<file path="src/rtl/stage3_bblock_fetch.sv">
`default_nettype none
// ============================================================================
// Module      : stage3_bblock_fetch
// Description : Accumulates a rotate-xor basic-block signature and pairs it
//               with the reference signature read from the duplicate RAM.
//               Optional macro STAGE3_CHK_COUNT_EN adds the chk_count output.
// Revision    : 1.0 - initial release
// ============================================================================
module stage3_bblock_fetch #(
   parameter int ADDR_W  = 10,
   parameter int RAM_LAT = 1
) (
   input  logic              core_sp_clk,
   input  logic              reset,
   input  logic              pkt_start,
   input  logic              pc_valid,
   input  logic [31:0]       pc,
   input  logic [31:0]       instr,
   input  logic              is_jump,
   output logic              core_stall,
   output logic              ram_rd,
   output logic [ADDR_W-1:0] ram_addr,
   input  logic [31:0]       ram_rdata,
   output logic [31:0]       jump_bblock,
   output logic [31:0]       dupl_bblock,
   output logic              chk_valid
`ifdef STAGE3_CHK_COUNT_EN
   ,
   output logic [15:0]       chk_count
`endif
);

   localparam logic [2:0] c_lat = 3'(RAM_LAT);

   typedef enum logic [0:0] {
      ST_ACCUM = 1'b0,
      ST_WAIT  = 1'b1
   } state_t;

   state_t            r_state;
   state_t            w_state_next;
   logic              w_launch;
   logic              w_capture;
   logic [2:0]        r_lat_cnt;
   logic [31:0]       r_sig;
   logic [31:0]       r_hash_hold;
   logic [31:0]       w_base_sig;
   logic [31:0]       w_sig_next;
   logic [ADDR_W-1:0] r_block_idx;
   logic [ADDR_W-1:0] w_block_idx;
   logic              r_start_pending;
   logic              w_new_block;
   logic              w_unused_pc;

   // Only the word-index bits of the pc address the duplicate RAM.
   assign w_unused_pc = ^{pc[31:ADDR_W+2], pc[1:0]};

   // A block restarts on pkt_start or on the first valid pc after a check.
   assign w_new_block = pkt_start | r_start_pending;
   assign w_base_sig  = w_new_block ? 32'h0 : r_sig;
   assign w_sig_next  = {w_base_sig[26:0], w_base_sig[31:27]} ^ instr;
   assign w_block_idx = w_new_block ? pc[ADDR_W+1:2] : r_block_idx;

   always_ff @(posedge core_sp_clk) begin
      if (reset) begin
         r_state <= ST_ACCUM;
      end else begin
         r_state <= w_state_next;
      end
   end

   always_comb begin
      w_state_next = r_state;
      w_launch     = 1'b0;
      w_capture    = 1'b0;
      case (r_state)
         ST_ACCUM: begin
            if (pc_valid && is_jump) begin
               w_launch     = 1'b1;
               w_state_next = ST_WAIT;
            end
         end
         ST_WAIT: begin
            if (r_lat_cnt == c_lat) begin
               w_capture    = 1'b1;
               w_state_next = ST_ACCUM;
            end
         end
         default: w_state_next = ST_ACCUM;
      endcase
   end

   always_ff @(posedge core_sp_clk) begin
      if (reset) begin
         core_stall      <= 1'b0;
         ram_rd          <= 1'b0;
         ram_addr        <= '0;
         jump_bblock     <= 32'h0;
         dupl_bblock     <= 32'h0;
         chk_valid       <= 1'b0;
         r_lat_cnt       <= 3'd0;
         r_sig           <= 32'h0;
         r_hash_hold     <= 32'h0;
         r_block_idx     <= '0;
         r_start_pending <= 1'b0;
      end else begin
         ram_rd    <= 1'b0;
         chk_valid <= 1'b0;
         if (r_state == ST_ACCUM) begin
            if (pc_valid) begin
               r_sig           <= w_sig_next;
               r_block_idx     <= w_block_idx;
               r_start_pending <= 1'b0;
            end
            if (w_launch) begin
               r_hash_hold <= w_sig_next;
               ram_addr    <= w_block_idx;
               ram_rd      <= 1'b1;
               core_stall  <= 1'b1;
               r_lat_cnt   <= 3'd0;
            end
         end else begin
            r_lat_cnt <= r_lat_cnt + 3'd1;
            // Both halves of the pair change together so stage4 never sees a stale mix.
            if (w_capture) begin
               jump_bblock     <= r_hash_hold;
               dupl_bblock     <= ram_rdata;
               chk_valid       <= 1'b1;
               core_stall      <= 1'b0;
               r_sig           <= 32'h0;
               r_start_pending <= 1'b1;
            end
         end
      end
   end

`ifdef STAGE3_CHK_COUNT_EN
   always_ff @(posedge core_sp_clk) begin
      if (reset) begin
         chk_count <= 16'h0;
      end else if (w_capture) begin
         if (chk_count != 16'hFFFF) begin
            chk_count <= chk_count + 16'h1;
         end
      end else if (r_state == ST_ACCUM && pc_valid && pkt_start) begin
         chk_count <= 16'h0;
      end
   end
`else
   // Check counter not built.
`endif

endmodule
`default_nettype wire

</file>
<file path="config.mk">
export PLATFORM = sky130hd
export DESIGN_NAME = stage3_bblock_fetch
export DESIGN_NICKNAME = d
export VERILOG_FILES = /design/src/rtl/stage3_bblock_fetch.sv
export SDC_FILE = /design/constraint.sdc
export NUM_CORES = 1
export LEC_CHECK = 0
export CAP_MARGIN = 0
export CORE_MARGIN = 4
export CORE_UTILIZATION = 57
export DETAILED_ROUTE_END_ITERATION = 10
export DONT_BUFFER_PORTS = 1
export MAX_ROUTING_LAYER = met4
export PLACE_DENSITY = 0.69
export SYNTH_ARGS = -nofsm -noshare
export SYNTH_HDL_FRONTEND = slang
export SYNTH_SLANG_ARGS = --single-unit
</file>
<file path="constraint.sdc">
create_clock -name core_sp_clk -period 2.6 [get_ports core_sp_clk]
set_input_delay 0.65 -clock core_sp_clk [delete_from_list [all_inputs] [get_ports core_sp_clk]]
set_output_delay 0.65 -clock core_sp_clk [all_outputs]
set_load 0.02 [all_outputs]
</file>
==> results.json <==
{
  "critical_path.top_delay_family": "simple AND/OR/NAND/NOR gates",
  "netlist-cell-type-count": 32,
  "cp_slowest_cell": "sky130_fd_sc_hd__and2b_4",
  "average_cell_area_after_synthesis_um2": 11.0,
  "insertedDiodeCount": 0,
  "fillerInstances": 804,
  "ctsLongestPathBuffers": 2,
  "detail_route.first_pass.iterations": 4,
  "sequential_standard_cell_area_um2": 3120,
  "nets": 610,
  "maxCapViolations": 0,
  "setup_violations": 0,
  "post_synth_instance_area_um2": 5870,
  "worst_setup_hold_path_clk_slew_ns": 0.06,
  "route.antenna.remaining_nets": 0,
  "setup.worst_path.class": "flip-flop to flip-flop",
  "total_neg_setup_slack_ns": 0,
  "synth-warning-count": 0,
  "cts.htree.levels": 4,
  "met1_length_um": 5300,
  "post_synth_inst_count": 532,
  "timing.max_slew.rel_slack_pct": 46.0,
  "grt_setup_unrepaired": "false",
  "drt_via_density": 6.00,
  "run_status": "completed",
  "netlist.area_leader.share_pct": 53.2,
  "worstSetupStartpointType": "flip-flop",
  "num_vias": 3902,
  "drt_wl_total_um": 12400,
  "final.period_utilization_pct": 69.6,
  "stdcell_count": 650,
  "holdBufCountCts": 0,
  "first_global_vias": 3789,
  "initial_utilization_pct": 59.2,
  "overflow": 0,
  "clkLatencyLatePin_ns": 0.51,
  "fmax_ghz": 0.553,
  "post_cts_resized": 0,
  "grt_antenna_before_repair": 0,
  "maxSlewViolCount": 0,
  "power.leakage_nw": 2.23,
  "post-synth-top-count-cell": "sky130_fd_sc_hd__dfxtp_1",
  "drt_first_iter_violations": 283,
  "grt_pass1_wl_um": 19000,
  "synth_seq_cells": 156,
  "cts_root_buf": "sky130_fd_sc_hd__clkbuf_8",
  "drive_gt1_share_pct": 14.1,
  "post-cts-setup-buffer-count": 0,
  "synth_async_sr_flop_share_pct": 0,
  "synth_sequential_area_ratio_pct": 53.2,
  "dominantRegCellSynth": "sky130_fd_sc_hd__dfxtp_1",
  "buffer_ports.inserted": 0,
  "wl_met2_um": 5940,
  "die_w_um": 109,
  "post-route-drc-count": 0,
  "numCtsBuffers": 17,
  "synth_largest_area_cell": "sky130_fd_sc_hd__dfxtp_1",
  "crit_buf_inv": 0,
  "placed_cells_incl_taps": 621,
  "route.met3.wl_um": 1040,
  "hold_ws_ns": 0.199,
  "die_area_um2": 12000,
  "die-height_um": 109,
  "crit_required_ns": 3.05,
  "area.growth.synth_to_final_pct": 8.78,
  "dp.final_hpwl_um": 7960,
  "maxUsedRoutingLayer": "met4",
  "placement_rows": 36,
  "cts_tree": "done",
  "io-pin-count": 178,
  "finalWeightedCongestion": 0.780,
  "holdCritPathClass": "input port to flip-flop",
  "worstMarginPinSlew_ns": 0.809,
  "groute.usage.overall_pct": 21.2,
  "synth_commonest_cells": "sky130_fd_sc_hd__dfxtp_1 (156), sky130_fd_sc_hd__a22o_1 (64), sky130_fd_sc_hd__nor2_1 (45)",
  "core_area_um2": 9910,
  "power_density_nw_per_um2": 831,
  "count_of_flip_flops_with_a_built_in_enable_after_synthesis": 0,
  "routedWlPerCell_um": 19.0,
  "timing.critical_path.arrival_ns": 2.26,
  "critical_path.cell_chain": "ha_1, and3b_4, and2b_4, a22o_1",
  "worstSetupEndpointType": "flip-flop",
  "period_minus_slack_ns": 1.81,
  "grt_start_max_net_pins": 67,
  "netlist_top_cells_area": "sky130_fd_sc_hd__dfxtp_1 (53%), sky130_fd_sc_hd__a22o_1 (9.6%), sky130_fd_sc_hd__o2bb2ai_1 (4.8%)",
  "combined_area_of_the_multi_input_logic_cells_um2": 2440,
  "tritoncts_num_sinks": 156,
  "postSynthNetCount": 635,
  "power.ir.vdd_worst_mv": 0.396,
  "finalClockSkew_ns": 0.00803,
  "final_hold_viol_count": 0,
  "critical_path_peak_fanout": 66,
  "timing.critical_path.slowest_cell_delay_ns": 0.69
}
-- cell type report --
type | count | area share (%)
Multi-Input combinational cell | 324 | 38.2
Clock inverter | 11 | 2.31
Inverter | 1 | 0.0588
Timing Repair Buffer | 7 | 1.21
Tap cell | 133 | 2.61
Clock buffer | 18 | 6.70
Sequential cell | 156 | 48.9
-- layer usage --
metal | vias to the layer above | track usage (%)
met5 | - | -
met4 | 0 | 8.10
met3 | 8 | 7.22
met2 | 129 | 32.8
met1 | 1872 | 25.6
li1 | 1893 | -
-- power breakdown --
| part | switching [mW] | internal [mW] |
|---|---|---|
| Clock | 0.914 | 1.47 |
| Combinational | 0.193 | 0.146 |
| Sequential | 0.0872 | 2.50 |
| Total | 1.19 | 4.11 |
-- path summary, 6_finish.rpt --
kind	from	endpoint	slack (ns)	cells after the start
max	r_lat_cnt[0]$_SDFFE_PP0P_	dupl_bblock[6]$_SDFFE_PP0P_	0.79	4
min	reset	r_hash_hold[5]$_SDFFE_PP0P_	0.20	1
max reg2reg	r_lat_cnt[0]$_SDFFE_PP0P_	dupl_bblock[6]$_SDFFE_PP0P_	0.79	4
min reg2reg	r_sig[11]$_SDFFE_PP0P_	r_sig[11]$_SDFFE_PP0P_	0.46	1
-- state kept, by name (all words and copies together) (netlist names), 3 cells and up --
name and count:
ram_addr 10, r_sig 32, r_hash_hold 32, dupl_bblock 32, r_block_idx 10, jump_bblock 32, r_lat_cnt 3
-- worst register-to-register path: cells and delay by family, from the launching register on --
family,cells,cell delay [ns]
simple gates,2,0.94
flops,1,0.38
compound gates,1,0.28
fa+ha+maj,1,0.16
-- cell families (layout without fill, tap and decap cells) --
group | count (synthesis) | after routing | synth area share, %
AOI/OAI and AO/OA | 173 | 173 | 24.7
adders and majority gates | 2 | 2 | 0.426
DFF | 156 | 156 | 53.2
and+or+nand+nor | 117 | 117 | 11.6
xor gates and xnor gates | 32 | 32 | 4.78
buffers and inverters | 52 | 37 | 5.35
-- cell usage in the layout, fill, tap and decap left out, types with 4 or more instances in the layout --
cell                         count
sky130_fd_sc_hd__o2bb2ai_1      32
sky130_fd_sc_hd__a211oi_1       19
sky130_fd_sc_hd__clkinvlp_4      4
sky130_fd_sc_hd__dfxtp_1       156
sky130_fd_sc_hd__a21oi_1        23
sky130_fd_sc_hd__buf_4           5
sky130_fd_sc_hd__nand2_1        13
sky130_fd_sc_hd__clkbuf_16      16
sky130_fd_sc_hd__nand2b_1        4
sky130_fd_sc_hd__xnor2_1        32
sky130_fd_sc_hd__nand3_1        11
sky130_fd_sc_hd__nor3b_2         8
sky130_fd_sc_hd__nor3b_1        24
sky130_fd_sc_hd__nor2_1         45
sky130_fd_sc_hd__o21ai_0        10
sky130_fd_sc_hd__a22o_1         64
sky130_fd_sc_hd__a211oi_2       22
-- stage by stage --
step                      area [um^2]  setup slack [ns]  total power, mW  util (%)
after floorplan                  5870              1.01             2.94         -
after global placement           5810             0.852             2.97      58.6
after detailed placement         5810             0.790             2.98      58.6
after CTS                        6380             0.769             5.37      64.4
after global routing             6380             0.674             5.55      64.4
final                            6380             0.792             5.31      64.4
(Power assumes the default switching activity.)
